$ cat src/rtl/frame_renderer_pkg.sv
// Shared types for the frame renderer: FSM states, sprite descriptor and palette constants.
package frame_renderer_pkg;

  localparam int unsigned CoordW = 12;
  localparam int unsigned DimW   = 7;
  localparam int unsigned RomAw  = 16;

  localparam logic [2:0] TRANSPARENT = 3'd0;

  typedef enum logic [2:0] {
    StIdle    = 3'd0,
    StWaitLow = 3'd1,
    StClear   = 3'd2,
    StFetch   = 3'd3,
    StDraw    = 3'd4,
    StDone    = 3'd5
  } state_e;

  typedef struct packed {
    logic [CoordW-1:0] x;
    logic [CoordW-1:0] y;
    logic [DimW-1:0]   w;
    logic [DimW-1:0]   h;
    logic [RomAw-1:0]  base;
    logic              valid;
  } spr_desc_t;

endpackage

$ cat src/rtl/sprite_raster_walker.sv
// Walks one sprite row-major, issuing ROM addresses and pairing rom_data with its clipped
// screen coordinate one cycle later.
module sprite_raster_walker
  import frame_renderer_pkg::*;
#(
  parameter int unsigned FRAME_W = 1280,
  parameter int unsigned FRAME_H = 300
) (
  input  logic              clk_i,
  input  logic              rst_ni,
  input  logic              start_i,
  input  logic              flush_i,
  input  spr_desc_t         desc_i,
  input  logic [2:0]        rom_data_i,
  output logic              desc_ok_o,
  output logic [RomAw-1:0]  rom_addr_o,
  output logic              done_o,
  output logic              pix_valid_o,
  output logic [CoordW-1:0] pix_x_o,
  output logic [CoordW-1:0] pix_y_o,
  output logic [2:0]        pix_pal_o
);

  logic [CoordW-1:0] x_q, x_d;
  logic [DimW-1:0]   w_q, w_d, h_q, h_d;
  logic [DimW-1:0]   px_q, px_d, py_q, py_d;
  logic [RomAw-1:0]  addr_q, addr_d;
  // One extra bit so sprites hanging past the coordinate range clip instead of wrapping.
  logic [CoordW:0]   sx0_q, sx0_d, sy0_q, sy0_d, sx1_q, sx1_d, sy1_q, sy1_d;
  logic              v0_q, v0_d, v1_q, v1_d;

  assign desc_ok_o = desc_i.valid && (desc_i.w != '0) && (desc_i.h != '0);

  always_comb begin
    x_d    = x_q;
    w_d    = w_q;
    h_d    = h_q;
    px_d   = px_q;
    py_d   = py_q;
    addr_d = addr_q;
    sx0_d  = sx0_q;
    sy0_d  = sy0_q;
    v0_d   = v0_q;
    sx1_d  = sx0_q;
    sy1_d  = sy0_q;
    v1_d   = v0_q;
    if (flush_i) begin
      v0_d = 1'b0;
      v1_d = 1'b0;
    end else if (start_i) begin
      x_d    = desc_i.x;
      w_d    = desc_i.w;
      h_d    = desc_i.h;
      px_d   = '0;
      py_d   = '0;
      addr_d = desc_i.base;
      sx0_d  = {1'b0, desc_i.x};
      sy0_d  = {1'b0, desc_i.y};
      v0_d   = 1'b1;
    end else if (v0_q) begin
      if (px_q == w_q - DimW'(1)) begin
        px_d  = '0;
        sx0_d = {1'b0, x_q};
        if (py_q == h_q - DimW'(1)) begin
          v0_d = 1'b0;
        end else begin
          py_d   = py_q + DimW'(1);
          sy0_d  = sy0_q + (CoordW+1)'(1);
          addr_d = addr_q + RomAw'(1);
        end
      end else begin
        px_d   = px_q + DimW'(1);
        sx0_d  = sx0_q + (CoordW+1)'(1);
        addr_d = addr_q + RomAw'(1);
      end
    end
  end

  always_ff @(posedge clk_i or negedge rst_ni) begin
    if (!rst_ni) begin
      x_q    <= '0;
      w_q    <= '0;
      h_q    <= '0;
      px_q   <= '0;
      py_q   <= '0;
      addr_q <= '0;
      sx0_q  <= '0;
      sy0_q  <= '0;
      sx1_q  <= '0;
      sy1_q  <= '0;
      v0_q   <= 1'b0;
      v1_q   <= 1'b0;
    end else begin
      x_q    <= x_d;
      w_q    <= w_d;
      h_q    <= h_d;
      px_q   <= px_d;
      py_q   <= py_d;
      addr_q <= addr_d;
      sx0_q  <= sx0_d;
      sy0_q  <= sy0_d;
      sx1_q  <= sx1_d;
      sy1_q  <= sy1_d;
      v0_q   <= v0_d;
      v1_q   <= v1_d;
    end
  end

  assign rom_addr_o  = addr_q;
  assign done_o      = !v0_q && !v1_q;
  assign pix_valid_o = v1_q && (rom_data_i != TRANSPARENT) &&
                       (sx1_q < (CoordW+1)'(FRAME_W)) && (sy1_q < (CoordW+1)'(FRAME_H));
  assign pix_x_o     = sx1_q[CoordW-1:0];
  assign pix_y_o     = sy1_q[CoordW-1:0];
  assign pix_pal_o   = rom_data_i;

endmodule

$ cat src/rtl/frame_renderer.sv
// Per-frame renderer: clears the frame buffer, then rasterises the sprite table into the
// frame-buffer pixel-write interface, one pixel per cycle.
module frame_renderer
  import frame_renderer_pkg::*;
#(
  parameter int unsigned COOR_WIDTH     = CoordW,
  parameter int unsigned FRAME_W        = 1280,
  parameter int unsigned FRAME_H        = 300,
  parameter int unsigned CLEAR_PALETTE  = 7,
  parameter int unsigned MAX_SPRITES    = 32,
  parameter int unsigned SPR_IDX_WIDTH  = 5,
  parameter int unsigned SPR_DIM_WIDTH  = DimW,
  parameter int unsigned ROM_ADDR_WIDTH = RomAw
) (
  input  logic                      clk_33m,
  input  logic                      rst_n,
  input  logic                      rst_screen_33m,
  output logic [SPR_IDX_WIDTH-1:0]  spr_index,
  input  logic                      spr_valid,
  input  logic [COOR_WIDTH-1:0]     spr_x,
  input  logic [COOR_WIDTH-1:0]     spr_y,
  input  logic [SPR_DIM_WIDTH-1:0]  spr_w,
  input  logic [SPR_DIM_WIDTH-1:0]  spr_h,
  input  logic [ROM_ADDR_WIDTH-1:0] spr_base,
  output logic [ROM_ADDR_WIDTH-1:0] rom_addr,
  input  logic [2:0]                rom_data,
  output logic [COOR_WIDTH-1:0]     write_x,
  output logic [COOR_WIDTH-1:0]     write_y,
  output logic [2:0]                write_palette,
  output logic                      busy,
  output logic                      frame_overrun
);

  localparam logic [COOR_WIDTH-1:0]    LastX   = COOR_WIDTH'(FRAME_W - 1);
  localparam logic [COOR_WIDTH-1:0]    LastY   = COOR_WIDTH'(FRAME_H - 1);
  localparam logic [SPR_IDX_WIDTH-1:0] LastIdx = SPR_IDX_WIDTH'(MAX_SPRITES - 1);
  localparam logic [2:0]               ClrPal  = 3'(CLEAR_PALETTE);

  state_e                   state_q, state_d;
  logic                     scr_q;
  logic [COOR_WIDTH-1:0]    cx_q, cx_d, cy_q, cy_d;
  logic [SPR_IDX_WIDTH-1:0] idx_q, idx_d;
  logic                     busy_q, busy_d, ovr_q, ovr_d;
  logic [COOR_WIDTH-1:0]    wx_q, wx_d, wy_q, wy_d;
  logic [2:0]               wpal_q, wpal_d;

  logic                     frame_start;
  logic                     walk_start, walk_flush, walk_ok, walk_done;
  logic                     pix_valid;
  logic [COOR_WIDTH-1:0]    pix_x, pix_y;
  logic [2:0]               pix_pal;
  spr_desc_t                desc;

  assign frame_start = rst_screen_33m && !scr_q;
  assign desc = '{x: spr_x, y: spr_y, w: spr_w, h: spr_h, base: spr_base, valid: spr_valid};

  sprite_raster_walker #(
    .FRAME_W(FRAME_W),
    .FRAME_H(FRAME_H)
  ) u_walker (
    .clk_i      (clk_33m),
    .rst_ni     (rst_n),
    .start_i    (walk_start),
    .flush_i    (walk_flush),
    .desc_i     (desc),
    .rom_data_i (rom_data),
    .desc_ok_o  (walk_ok),
    .rom_addr_o (rom_addr),
    .done_o     (walk_done),
    .pix_valid_o(pix_valid),
    .pix_x_o    (pix_x),
    .pix_y_o    (pix_y),
    .pix_pal_o  (pix_pal)
  );

  always_comb begin
    state_d    = state_q;
    cx_d       = cx_q;
    cy_d       = cy_q;
    idx_d      = idx_q;
    busy_d     = busy_q;
    ovr_d      = 1'b0;
    wx_d       = wx_q;
    wy_d       = wy_q;
    wpal_d     = TRANSPARENT;
    walk_start = 1'b0;
    walk_flush = 1'b0;
    unique case (state_q)
      StIdle, StDone: begin
        state_d = StIdle;
        busy_d  = 1'b0;
        if (frame_start) begin
          state_d = StWaitLow;
          busy_d  = 1'b1;
        end
      end
      StWaitLow: begin
        // Emit pixel (0,0) on the fall so the first write lands the cycle after it.
        if (!rst_screen_33m) begin
          wx_d    = '0;
          wy_d    = '0;
          wpal_d  = ClrPal;
          cx_d    = COOR_WIDTH'(1);
          cy_d    = '0;
          state_d = StClear;
        end
      end
      StClear: begin
        wx_d   = cx_q;
        wy_d   = cy_q;
        wpal_d = ClrPal;
        if (cx_q == LastX) begin
          cx_d = '0;
          if (cy_q == LastY) begin
            idx_d   = '0;
            state_d = StFetch;
          end else begin
            cy_d = cy_q + COOR_WIDTH'(1);
          end
        end else begin
          cx_d = cx_q + COOR_WIDTH'(1);
        end
      end
      StFetch: begin
        if (walk_ok) begin
          walk_start = 1'b1;
          state_d    = StDraw;
        end else if (idx_q == LastIdx) begin
          busy_d  = 1'b0;
          state_d = StDone;
        end else begin
          idx_d = idx_q + SPR_IDX_WIDTH'(1);
        end
      end
      StDraw: begin
        if (pix_valid) begin
          wx_d   = pix_x;
          wy_d   = pix_y;
          wpal_d = pix_pal;
        end
        if (walk_done) begin
          if (idx_q == LastIdx) begin
            busy_d  = 1'b0;
            state_d = StDone;
          end else begin
            idx_d   = idx_q + SPR_IDX_WIDTH'(1);
            state_d = StFetch;
          end
        end
      end
      default: state_d = StIdle;
    endcase
    // A new frame before the current one finished aborts everything in flight.
    if (frame_start && (state_q != StIdle) && (state_q != StDone)) begin
      ovr_d      = 1'b1;
      walk_flush = 1'b1;
      walk_start = 1'b0;
      wpal_d     = TRANSPARENT;
      busy_d     = 1'b1;
      state_d    = StWaitLow;
    end
  end

  always_ff @(posedge clk_33m or negedge rst_n) begin
    if (!rst_n) begin
      state_q <= StIdle;
      scr_q   <= 1'b0;
      cx_q    <= '0;
      cy_q    <= '0;
      idx_q   <= '0;
      busy_q  <= 1'b0;
      ovr_q   <= 1'b0;
      wx_q    <= '0;
      wy_q    <= '0;
      wpal_q  <= TRANSPARENT;
    end else begin
      state_q <= state_d;
      scr_q   <= rst_screen_33m;
      cx_q    <= cx_d;
      cy_q    <= cy_d;
      idx_q   <= idx_d;
      busy_q  <= busy_d;
      ovr_q   <= ovr_d;
      wx_q    <= wx_d;
      wy_q    <= wy_d;
      wpal_q  <= wpal_d;
    end
  end

  assign spr_index     = idx_q;
  assign write_x       = wx_q;
  assign write_y       = wy_q;
  assign write_palette = wpal_q;
  assign busy          = busy_q;
  assign frame_overrun = ovr_q;

endmodule

$ cat config.mk
export PLATFORM = sky130hd
export DESIGN_NAME = frame_renderer
export DESIGN_NICKNAME = d
export VERILOG_FILES = /design/src/rtl/frame_renderer_pkg.sv /design/src/rtl/sprite_raster_walker.sv /design/src/rtl/frame_renderer.sv
export SDC_FILE = /design/constraint.sdc
export NUM_CORES = 1
export LEC_CHECK = 0
export BUFFER_PORTS_ARGS = -buffer_cell sky130_fd_sc_hd__buf_2
export CELL_PAD_IN_SITES_DETAIL_PLACEMENT = 1
export CELL_PAD_IN_SITES_GLOBAL_PLACEMENT = 1
export CORE_AREA = 2 2 144 161
export CTS_CLUSTER_DIAMETER = 80
export DETAILED_ROUTE_END_ITERATION = 10
export DIE_AREA = 0 0 146 163
export HOLD_SLACK_MARGIN = 0.03
export PLACE_DENSITY = 0.85
export SLEW_MARGIN = 20
export SYNTH_ARGS = -nofsm -noshare
export SYNTH_HDL_FRONTEND = slang
export SYNTH_HIERARCHICAL = 1
export SYNTH_SLANG_ARGS = --single-unit
$ cat constraint.sdc
create_clock -name clk_33m -period 2.8 [get_ports clk_33m]
set_input_delay 0.56 -clock clk_33m [delete_from_list [all_inputs] [get_ports clk_33m]]
set_output_delay 0.56 -clock clk_33m [all_outputs]
set_load 0.02 [all_outputs]
* After elaboration in Yosys (flattened, before gate mapping)
Index checks and enable logic that the tools add are counted.
Cells by class: add/subtract/negate cells 10, multiply operators 0, divide/modulo/power cells 0, order comparisons 2, eq/ne operators 26, shift operators 0, mux-type cells 65, bitwise operators 1, reductions and logical operators 34
Operators by type and width (count):
- two-way mux 13 bit | 7
- two-way mux 12 bit | 7
- case mux 12 bit (3 select lines) | 2
- two-way mux 16 bit | 4
- two-way mux 7 bit | 7
- case mux 12 bit (2 select lines) | 2
- two-way mux 3 bit | 11
- adder 13 x 1 -> 13 bit (second input constant) | 2
- two-way mux 5 bit | 5
- adder 12 x 1 -> 12 bit (second input constant) | 2
- adder 16 x 1 -> 16 bit (second input constant) | 1
- two-way mux 1 bit | 16
- inequality test 3 bit (second input constant) | 5
- case mux 3 bit (5 select lines) | 1
- case mux 5 bit (3 select lines) | 1
- adder 7 x 1 -> 7 bit (second input constant) | 2
- equality test 7 bit | 2
- nonzero test 7 bit | 2
- subtractor 7 x 1 -> 7 bit (second input constant) | 2
- less-than comparator 13 x 11 -> 1 bit (second input constant) | 1
- less-than comparator 13 x 9 -> 1 bit (second input constant) | 1
- equality test 12 x 11 -> 1 bit (second input constant) | 1
- equality test 12 x 9 -> 1 bit (second input constant) | 1
- inequality test 2 bit (second input constant) | 6
- other kinds (22) | 47
Storage, ports and cells: register bits after elaboration 172, latch bits 0, RAM bits 0, ROM bits 0, bits of input ports 61, output and inout bits 50, word-level logic and storage cells 160, memories 0

* Longest topological paths before layout
Gate-level depths: netlist (run 1).
depth in word-level cells 8, depth in mapped cells 14, gate-level depth less buffers 12

* Cells and area by module
The synthesis (run 1) kept the hierarchy.
Modules (own cells, without submodules):
- sprite_raster_walker | times used 1, cells each 613, area an instance 5760.5 um^2, sequential area each 2752.6 um^2
- frame_renderer | times used 1, cells each 344, area an instance 3204.3 um^2, sequential area each 1551.5 um^2

* Worst setup path after synthesis (run 1)
No wires, ideal clock.
kind in2reg, start point input spr_h[2], end point register u_walker.sy0_q[11], library setup time 0.122 ns, arrival time 3.078 ns, data required time 2.678 ns, setup slack -0.400 ns, stages 14, cells stage by stage or4_1 o41ai_1 a21oi_1 nand2_1 nor3_1 clkbuf_1 nor3_1 o211ai_1 o31ai_1 buf_2 buf_1 nor3_1 mux2i_1 nand2_1
On the way: cells in the longest elaborated chain, start to end 7, elaborated cells between the ends (all ways) 10, those cells by class eq/ne: 1; mux: 4; reduce/logical: 5
Ends and longest elaborated chain:
- start, declared | line frame_renderer.sv:23 | input logic [SPR_DIM_WIDTH-1:0] spr_h,
- nonzero test 7 bit (*) | line sprite_raster_walker.sv:32 | assign desc_ok_o = desc_i.valid && (desc_i.w != '0) && (desc_i.h != '0);
- logical AND 1 bit (*) | line sprite_raster_walker.sv:32
- net walk_ok | line frame_renderer.sv:48 | logic walk_start, walk_flush, walk_ok, walk_done;
- two-way mux 1 bit (*) | line frame_renderer.sv:125 | if (walk_ok) begin
- two-way mux 1 bit (*) | line frame_renderer.sv:88 | unique case (state_q)
- two-way mux 1 bit (*) | line frame_renderer.sv:154 | if (frame_start && (state_q != StIdle) && (state_q != StDone)) begin
- net walk_start | line frame_renderer.sv:48
- inequality test 2 x 1 -> 1 bit (no source line) or nonzero test 2 bit (tied branches)
- AND reduction 4 bit (no source line)
- end signal, assigned | line sprite_raster_walker.sv:101 | sy0_q <= sy0_d;
- end, declared | line sprite_raster_walker.sv:29 | logic [CoordW:0] sx0_q, sx0_d, sy0_q, sy0_d, sx1_q, sx1_d, sy1_q, sy1_d;
Mark *: on every way through the listed nets, which the timed path passes. The rest lies on a longest branch. A chain may end at the register's enable or synchronous reset.

* Worst setup path after layout (run 1)
start point register u_walker.sx1_q[11], end point register wy_q[6], in the netlist write_y[6]
On the way: cells in the longest elaborated chain, start to end 5
Ends and longest elaborated chain:
- start, declared | line sprite_raster_walker.sv:29
- start signal, assigned | line sprite_raster_walker.sv:89 | sx1_q <= '0;
- start signal, assigned | line sprite_raster_walker.sv:102 | sx1_q <= sx1_d;
- less-than comparator 13 x 11 -> 1 bit | line sprite_raster_walker.sv:112 | (sx1_q < (CoordW+1)'(FRAME_W)) && (sy1_q < (CoordW+1)'(FRAME_H));
- logical AND 1 bit | line sprite_raster_walker.sv:111 | assign pix_valid_o = v1_q && (rom_data_i != TRANSPARENT) &&
- logical AND 1 bit | line sprite_raster_walker.sv:112
- net pix_valid | line frame_renderer.sv:49 | logic pix_valid;
- inequality test 2 bit (no source line)
- AND reduction 3 bit (no source line)
- end signal, assigned | line frame_renderer.sv:185 | wy_q <= wy_d;
- end, declared | line frame_renderer.sv:44 | logic [COOR_WIDTH-1:0] wx_q, wx_d, wy_q, wy_d;
The timed path passes the listed nets, and every way through them passes these cells.

==> run metrics, run 1 <==
Slew HR 52.97%; Detailed Place HPWL 19.85 mm; number of synthesized register bits 172; Initial Utilization between 40 and 50%; ant diodes 0; Die ar. 23800 um^2; Die H 163 um; Most common cell on crit path a21oi_1; final setup TNS 0 ns; fraction of layout cells with a size suffix above 1 23.69%; syn avg cell area 9.368 um^2; gr busiest metal met2; Crit. End Element flip-flop; M3 GR Usage 4.426%; number of core rows 58; CTS clk-pin slew, worst paths 0.07 ns; end of the critical path write_y[6]$_DFFE_PN0P_; crit share post-route about 100%; Final setup viols 0; main flop type after synthesis dfrtp_1; gpl congestion 0.8783; overall global routing resource usage 24.31%; max frequency 0.3651 GHz; synth top area cells dfrtp_1, nand2_1, nor2_1; Pins Over Slew Limit 0; Synth top area share 48.01%; Cell Pwr Density 1093 nW/um^2; FF-to-FF setup slack 0.06 ns; CP Max Fanout 24; Final Routed Wirelength 29.30 mm; worst r2r src u_walker/sx1_q[11]$_DFF_PN0_; reg-to-reg critical path endpoint write_y[6]$_DFFE_PN0P_; GR Util met2 a little over two fifths; input/output buffers between 100 and 150; crit path kind reg2reg; DR DRC count 0; multi-input combinational cell area 4324 um^2; total CTS buffers 17; clk_lat worst skew 0.44 ns; drt wl/cell 20.84 um; top-count cell post-synth dfrtp_1; clock skew 0.01189 ns; maximum VDD drop 0.4675 mV; status finished, final reports clean; Post-CTS Hold Buffers 0; Post-Syn Instances 957; share of synthesized registers carrying an async set or reset 100.0%; CP arrival 3.10 ns; Cell variety after synth 76; worst-path cell chain or4b_2 -> nor4_2 -> buf_4 -> o311ai_0 -> a21oi_1 -> a21oi_2 -> o21ai_4 -> buf_12 -> clkbuf_16 -> nor2_1 -> a21oi_1; cell taking the most area after synthesis dfrtp_1; Seq/Total Area, Yosys 48.01%; Pleak 0.004777 uW; Max Buffers Root-to-Sink 2; most instantiated cells after synthesis dfrtp_1, nand2_1, nor2_1; CTS root buf clkbuf_16; first-pass GRT wire length between 40 and 50 mm; HP Class in2async; Post-synth EDFFs 0; Via density between 5 and 6; core area 22350 um^2; Worst EP required between 3 and 4 ns; Reg2Reg Depth 11; aggregate global routing overflow 0; M1 GR Usage 29.73%; register area 4304 um^2; Routed Antenna Nets 0; Final #Nets between 1000 and 1500; clock sink count 172; Final min period roughly 2.7 ns; largest net degree at the start of global routing 70; IO Count 111; max cap viols 0; vias 8195; CP Launch Point u_walker/sx1_q[11]$_DFF_PN0_; fin cells 1406; Placed Cells 1367; vias in the first global route 8669; Worst Max-Slew Pin Slew a little over 0.7 ns; fillers 2598; area grow syn2layout 23.07%; Die W 146 um; CTS H-tree lvls 4; synth warn 6; DR iter-0 viols around 600; unrepaired setup endpoints after global routing yes; Net Count, Synth 1029; Fin. Hold Viols 0; drt first pass iters 5; Total Power 12050 uW; initial antenna violation count 2; Startpoint Class flip-flop; slowest stage cell, crit path or4b_2; Mapped Area 8965 um^2; max incr delay on CP between 0.6 and 0.7 ns; CTS tree done
-- through the flow --
step | utilization [%] | worst slack [ns] | hold WS [ns] | instance area, um^2
final | 49.36 | 0.06076 | 0.1379 | 11030
after global routing | 49.36 | -0.04741 | 0.1871 | 11030
after CTS | 48.65 | 0.04626 | 0.1680 | 10870
after detailed placement | 45.58 | -0.2949 | 0.3994 | 10190
after global placement | 45.58 | -0.1771 | 0.3881 | 10190
after floorplan | - | -0.06755 | 0.2644 | 9000
-- final cells by class --
type / count / area share [%]
clock buffers: 19 / 4.015
clock inverters: 12 / 1.985
inverters: 13 / 0.4423
multi-input cells: 701 / 39.19
flip-flops and latches: 172 / 39.01
well taps: 300 / 3.402
repair buffers: 189 / 11.95
-- metal layers --
layer / up-vias / part of all wire [%]
met1: 4164 / 42
met2: 262 / 51
met5: - / 0.044
met4: 2 / 3.1
li1: 3703 / -
met3: 64 / 4.6
-- how the worst min path moves through the flow --
stage / cells after the start / slack, ns / end / start
after CTS: 1 / 0.17 / spr_index[2]$_DFFE_PN0P_ / rst_n
after floorplan: 0 / 0.26 / busy$_DFFE_PN0P_ / rst_n
final: 1 / 0.14 / spr_index[2]$_DFFE_PN0P_ / rst_n
after detailed placement: 0 / 0.40 / u_walker/sy1_q[12]$_DFF_PN0_ / u_walker/sy0_q[12]$_DFFE_PN0P_
after global routing: 1 / 0.19 / spr_index[2]$_DFFE_PN0P_ / rst_n
after global placement: 0 / 0.39 / u_walker/sy1_q[12]$_DFF_PN0_ / u_walker/sy0_q[12]$_DFFE_PN0P_
-- flip-flops by register name (all words and copies together), names as in the netlist, 13 cells and up --
signal / cells
u_walker/rom_addr_o: 16
u_walker/sx0_q: 13
u_walker/sx1_q: 13
u_walker/sy0_q: 13
u_walker/sy1_q: 13
-- critical path: cells and delay by family (launching register included) --
family,cells,cell delay [ns]
compound gates,5,0.90
simple gates,3,0.87
buf+inv,3,0.51
flops,1,0.40
-- cells in the final DEF, fill, tap and decap left out, types with 12 or more instances in the layout --
cell | netlist | layout
o21ai_0 | 62 | 62
buf_4 | 27 | 66
buf_2 | 10 | 109
xor2_1 | 20 | 19
nand2_1 | 128 | 127
and3_1 | 13 | 12
nand3_1 | 39 | 39
a21oi_1 | 61 | 59
a22oi_1 | 35 | 35
inv_1 | 12 | 12
clkbuf_16 | 0 | 20
nor3_1 | 21 | 18
nor2_1 | 87 | 86
dfrtp_1 | 172 | 172
xnor2_1 | 25 | 25
o21ai_1 | 19 | 18
-- kinds of logic (layout without fill, tap and decap cells) --
kind of cell             count (synthesis)  in the layout  share of synthesized area, %
adder cells (fa/ha/maj)                 11             11                         1.535
AO/OA/AOI/OAI                          279            279                         20.70
XOR/XNOR                                46             46                         4.662
AND/OR/NAND/NOR                        356            356                         19.05
buffers and inverters                   84            233                         5.038
flip-flops                             172            172                         48.01
multiplexers                             9              9                         1.005
-- timing repair --
| item | CTS | global route |
|---|---|---|
| pin swaps | 0 | 4 |
| endpoints found under the setup margin | 17 | 45 |
| hold endpoints to repair | 0 | 0 |
| setup buffers | 0 | 5 |
| cloned | 0 | 3 |
| gates resized for setup | 6 | 6 |
-- where the power goes --
group	internal [uW]	switching [uW]
Sequential	3290	763
Combinational	2140	3170
Clock	1690	1010
Total	7110	4940
Note: power is estimated with default switching activity, not from simulation.
==> inputs of run 2 (changes only) <==
Settings changed: CELL_PAD_IN_SITES_DETAIL_PLACEMENT 1 to 2, CELL_PAD_IN_SITES_GLOBAL_PLACEMENT 1 to 2, CORE_AREA 2 2 144 161 to 2 2 152 169, DIE_AREA 0 0 146 163 to 0 0 154 171, PLACE_DENSITY 0.85 to 0.89, RECOVER_POWER set to 100.
Clock period 2.8 ns to 2.9 ns, I/O delays scaled along.
==> run 2 against run 1 <==
  * The run now ends with setup timing left
  * Critical path depth increased by 2
  * Final cell count increased by 1.6%
  * Sequential share of layout area decreased by 0.40 points
  * Die area increased by 11%
  * Sequential power about the same
  * Non-clock buffer count increased by 7
  * Combinational power increased by 9.4%
  * Critical endpoint is now u_walker/sy0_q[7]$_DFFE_PN0P_
==> run metrics, run 2 (synthesized netlist as in run 1, its figures left out) <==
status finished, violations left; failing checks setup timing; clock skew 0.01162 ns (-0.0002699 ns); input/output buffers 110 (unchanged); IO Count 111 (unchanged); Worst EP required 3.24 ns (+0.08 ns); drt wl/cell 29.76 um (+43%); max FFs per register 16 (unchanged); max frequency about 0.32 GHz; Reg2Reg Depth 10 (-1); Pleak 0.004720 uW (-1.2%); aggregate global routing overflow 0 (unchanged); commonest non-fill, non-tap cell in the layout dfrtp_1; fillers 2632 (+1.3%); Slew HR 17.81% (-35 points); crit share post-route 109.3%; Die ar. 26330 um^2 (+11%); vias in the first global route 9639 (+11%); crit path kind in2reg; final setup TNS -4.261 ns (-4.261 ns); CTS tree done; Pins Over Slew Limit 0 (unchanged); initial antenna violation count 0 (-2); Final #Nets 1173 (+0.60%); FF-to-FF setup slack -0.22 ns (-0.28 ns); drt first pass iters 5 (unchanged); clock sink count 172 (unchanged); Final setup viols 49 (+49); reg-to-reg critical path endpoint u_walker/sy0_q[7]$_DFFE_PN0P_; gpl congestion 0.8072 (-8.1%); first-pass GRT wire length 59.44 mm (+29%); post-layout util 44.94% (-4.4 points); worst r2r src scr_q$_DFF_PN0_; Worst Max-Slew Pin Slew 1.233 ns (+0.5273 ns); core area 24810 um^2 (+11%); Worst Path Buf+Inv 3 (unchanged); DR DRC count 0 (unchanged); critical path's top delay family compound AO/OA/AOI/OAI gates; overall global routing resource usage 29.78% (+5.5 points); vias 8993 (+9.7%); Fin Hold WS 0.3469 ns (+0.2090 ns); CP Max Fanout 23 (-4.2%); slowest stage cell, crit path a31oi_1; commonest non-fill, non-tap cells in the layout dfrtp_1, nand2_1, nor2_1; Initial Utilization 36.14% (-4.0 points); Setup WS pre-CTS -0.3213 ns (-0.02647 ns); DR iter-0 viols 675 (+11%); Hold Crit Depth 3; Startpoint Class input pin; worst-path cell chain buf_2 -> or4_4 -> o41ai_4 -> a21oi_2 -> nand2_2 -> nor3_4 -> buf_4 -> buf_4 -> o21bai_2 -> a31oi_1 -> nand2_2 -> o31a_1 -> o21ai_1; CP arrival 3.51 ns (+0.41 ns); Detailed Place HPWL 23.19 mm (+17%); CTS H-tree lvls 4 (unchanged); largest net degree at the start of global routing 85 (+21%); Hold Crit Start spr_x[2]; ant diodes 0 (unchanged); Fin. Hold Viols 0 (unchanged); max incr delay on CP 0.53 ns (-0.12 ns); CTS clk-pin slew, worst paths 0.08 ns (about the same); CTS root buf clkbuf_16; Final min period 3.170 ns; maximum VDD drop 0.4222 mV (-9.7%); Final Routed Wirelength 42.49 mm (+45%); Routed Antenna Nets 0 (unchanged); number of core rows 61 (+5.2%); HP Class in2reg; Via density 6.298 (+8.0%); total CTS buffers 17 (unchanged); Die H 171 um (+4.9%); clk_lat worst skew 0.45 ns (about the same); fraction of layout cells with a size suffix above 1 22.64% (-1.0 points); Crit. End Element flip-flop; Max Buffers Root-to-Sink 2 (unchanged); unrepaired setup endpoints after global routing yes; Die W 154 um (+5.5%); area grow syn2layout 24.34%; Cell Pwr Density 1109 nW/um^2 (+1.5%); hold path endpoint u_walker/x_q[2]$_DFFE_PN0P_; post-route setup slack -0.2703 ns (-0.3311 ns); max cap viols 0 (unchanged)
## run 2: cell count changes in the layout (fill, tap and decap cells not counted), moves of 5 or more
| cell | delta |
|---|---|
| clkbuf_1 | +39 |
| buf_2 | -38 |
| buf_6 | +7 |
| o21ai_0 | -7 |
| o21ai_1 | +5 |
## run 2: worst max-delay path by stage
stage	cells after the start	endpoint	startpoint	slack [ns]
CTS	10	u_walker/sy0_q[8]$_DFFE_PN0P_	u_walker/w_q[0]$_DFFE_PN0P_	-0.0006
global placement	14	u_walker/sy0_q[5]$_DFFE_PN0P_	spr_h[2]	-0.16
finish	13	u_walker/sy0_q[7]$_DFFE_PN0P_	spr_h[2]	-0.27
floorplan	14	u_walker/sy0_q[11]$_DFFE_PN0P_	spr_h[2]	0.00007
detailed placement	14	u_walker/sy0_q[5]$_DFFE_PN0P_	spr_h[2]	-0.32
global route	13	u_walker/sy0_q[6]$_DFFE_PN0P_	spr_h[2]	-0.35
## run 2: layout make-up
type | count | area (um^2) | area share, %
Inverter | 13 | 48.80 | 0.4378
Clock inverter | 12 | 163.9 | 1.470
Sequential cell | 172 | 4304 | 38.61
Multi-Input combinational cell | 701 | 4503 | 40.40
Clock buffer | 19 | 432.9 | 3.884
Timing Repair Buffer | 196 | 1300 | 11.66
Tap cell | 315 | 394.1 | 3.536
## run 2: routing by layer
metal	routed length (um)	share of wire [%]	global-route usage, %
met1	16500	39	34.16
met2	21660	51	52.93
met3	2154	5.1	5.978
met4	2179	5.1	15.08
met5	0	0	0
## run 2: power by group
part	internal, uW	switching [uW]
clock	1370	1110
combinational	2090	3720
sequential	3170	914
## run 2: worst register-to-register path: cells and delay by family, from the launching register on
| family | cells | cell delay [ns] |
|---|---|---|
| AOI/OAI and AO/OA | 4 | 1.33 |
| and+or+nand+nor | 4 | 0.83 |
| buffers and inverters | 2 | 0.50 |
| DFF | 1 | 0.35 |
## run 2: what timing repair did
action | 4_1_cts | 5_1_grt
buffers inserted | 8 | 16
endpoints found under the setup margin | 31 | 52
hold endpoints to repair | 4 | 0
gates resized for setup | 15 | 49
hold buffers | 1 | 0
gates cloned | 0 | 1
pin swaps | 3 | 31
## run 2: through the flow
stage,std cells,power (uW),instance area [um^2]
after floorplan,957,6907,8994
after CTS,1414,11680,10880
after global routing,1428,12840,11150
after detailed placement,1374,8799,10140
after global placement,1374,8333,10140
final,1428,12360,11150
==> inputs of run 3 (changes only) <==
Settings changed: BUFFER_PORTS_ARGS -buffer_cell sky130_fd_sc_hd__buf_2 to -buffer_cell sky130_fd_sc_hd__buf_4, SKIP_CTS_REPAIR_TIMING set to 1.
==> run 3 against run 2 <==
  * The flow finishes with violations (capacitance limit, slew limit, setup timing)
  * Count of clock-buffer cells in the layout did not move
  * Utilization fell by 1.0 points
  * Worst setup slack improved by 0.27 ns
  * Sequential power fell by 2%
  * Final cell count fell by 1.3%
  * Sequential cell count did not move
  * Design area fell by 2.2%
  * Register-to-register slack improved by 0.22 ns
  * Clock skew rose by 0.0039 ns
  * Global-route usage fell by 2.8 points
  * Non-clock buffer count fell by 19
==> run metrics, run 3 (synthesized netlist as in run 1, its figures left out) <==
Via density 5.947 (-5.6%); total CTS buffers 17 (unchanged); fillers 2619 (-0.49%); Worst Path Buf+Inv 2 (-1); Routed Antenna Nets 0 (unchanged); DP Area 10430 um^2 (+2.9%); drt first pass iters 5 (unchanged); Most common cell on crit path nand2_1; slowest stage cell, crit path dfrtp_1; critical path's top delay family compound AO/OA/AOI/OAI gates; initial antenna violation count 0 (unchanged); Final setup viols 1 (-98%); crit path kind reg2reg; fin cells 1409 (-1.3%); number of core rows 61 (unchanged); Worst EP required 3.24 ns (about the same); Worst Max-Slew Pin Slew 2.056 ns (+0.8235 ns); Die H 171 um (unchanged); Slew HR -37.09% (-55 points); Startpoint Class flip-flop; Crit path depth 10 (-3); clock skew 0.01556 ns (+0.003939 ns); CP Max Fanout 7 (-70%); CTS root buf clkbuf_16; Fin. Hold Viols 0 (unchanged); Reg2Reg Depth 10 (unchanged); input/output buffers 110 (unchanged); HP Class in2reg; overall global routing resource usage 26.95% (-2.8 points); Pleak 0.004516 uW (-4.3%); Pins Over Slew Limit 75 (+75); drt wl/cell 25.81 um (-13%); area grow syn2layout 21.58%; first-pass GRT wire length 54.82 mm (-7.8%); CTS tree done; CTS H-tree lvls 4 (unchanged); crit share post-route 100.1% (-9.2 points); maximum VDD drop 0.4117 mV (-2.5%); failing checks capacitance limit, slew limit, setup timing; IO Count 111 (unchanged); clock sink count 172 (unchanged); max FFs per register 16 (unchanged); core area 24810 um^2 (unchanged); aggregate global routing overflow 0 (unchanged); fraction of layout cells with a size suffix above 1 17.92% (-4.7 points); Die ar. 26330 um^2 (unchanged); largest net degree at the start of global routing 76 (-11%); FF-to-FF setup slack -0.003 ns (+0.22 ns); vias in the first global route 9280 (-3.7%); Final Routed Wirelength 36.36 mm (-14%); Cell Pwr Density 1053 nW/um^2 (-5.1%); ant diodes 0 (unchanged); Detailed Place HPWL 23.30 mm (+0.48%); status finished, violations left; Finished Cell Area 10900 um^2 (-2.2%); Final min period 2.903 ns (-0.2670 ns); max cap viols 1 (+1); Fin Hold WS 0.3362 ns (-0.01072 ns); gpl congestion 0.8233 (+2.0%); Total Power 11480 uW (-7.2%); max incr delay on CP 0.39 ns (-0.14 ns); max frequency 0.3444 GHz (+9.2%); clk_lat worst skew 0.45 ns (about the same); Hold Crit Depth 3 (unchanged); CP arrival 3.24 ns (-0.27 ns); Placed Cells 1373 (-0.073%); vias 8380 (-6.8%); Final #Nets 1154 (-1.6%); Die W 154 um (unchanged); DR iter-0 viols 505 (-25%); Crit. End Element flip-flop; commonest non-fill, non-tap cell in the layout dfrtp_1; Max Buffers Root-to-Sink 2 (unchanged); post-route setup slack -0.003260 ns (+0.2670 ns); commonest non-fill, non-tap cells in the layout dfrtp_1, nand2_1, buf_4; DR DRC count 0 (unchanged); Initial Utilization 36.14% (unchanged); worst-path cell chain inv_1 -> ha_4 -> xor2_2 -> o311ai_2 -> a2111oi_4 -> buf_4 -> nand3_4 -> nand2_1 -> nand2_1 -> o21ai_0; CTS clk-pin slew, worst paths 0.08 ns (about the same)
[run 3: cell count changes in the layout (fill, tap and decap cells not counted), sizes merged]
cell | previous run | this run
buf | 154 | 114
clkinvlp | 1 | 5
clkbuf | 60 | 82
bufinv | 3 | 1
clkinv | 6 | 4
dlygate4sd3 | 1 | 0
[run 3: final cells by class]
type,instances,area (um^2),area share [%]
Timing Repair Buffer,177,1244,11.41
Clock inverter,12,116.4,1.068
Clock buffer,19,442.9,4.064
Inverter,13,48.80,0.4477
Sequential cell,172,4304,39.49
Tap cell,315,394.1,3.616
Multi-Input combinational cell,701,4349,39.90
[run 3: path summary, 6_finish.rpt]
| check | startpoint | to |
|---|---|---|
| max reg2reg | u_walker/w_q[0]$_DFFE_PN0P_ | u_walker/sy0_q[0]$_DFFE_PN0P_ |
| max in group asynchronous | rst_n | cx_q[1]$_DFFE_PN0P_ |
| min | spr_h[2] | u_walker/h_q[2]$_DFFE_PN0P_ |
| max | u_walker/w_q[0]$_DFFE_PN0P_ | u_walker/sy0_q[0]$_DFFE_PN0P_ |
| min reg2reg | u_walker/sy0_q[12]$_DFFE_PN0P_ | u_walker/sy1_q[12]$_DFF_PN0_ |
| min in group asynchronous | rst_n | spr_index[0]$_DFFE_PN0P_ |
[run 3: power breakdown]
group | switching (uW) | internal [uW]
combinational | 3300 | 1870
clock | 1090 | 1210
sequential | 834 | 3170
[run 3: metrics by stage]
step | setup WS (ns) | TNS (ns) | util [%]
2_1_floorplan | 0.00007039 | 0 | -
5_1_grt | -0.06845 | -0.1835 | 43.94
6_report | -0.003260 | -0.003260 | 43.94
4_1_cts | -0.09997 | -0.5737 | 44.31
3_5_place_dp | -0.2919 | -5.671 | 42.06
3_3_place_gp | -0.04794 | -0.6353 | 42.06
[run 3: worst register-to-register path: cells and delay by family (launching register included)]
| kind | cells | cell delay [ns] |
|---|---|---|
| xor gates and xnor gates | 1 | 0.22 |
| DFF | 1 | 0.39 |
| and+or+nand+nor | 3 | 0.67 |
| AOI/OAI and AO/OA | 3 | 0.93 |
| buffers and inverters | 2 | 0.37 |
| adders and majority gates | 1 | 0.21 |
[run 3: layer usage]
layer,vias up,GRT usage [%],routed length (um)
met2,244,48.76,19100
met4,0,9.671,1042
met3,72,5.142,1553
met5,-,0,0
met1,4391,31.94,14670
li1,3673,-,-
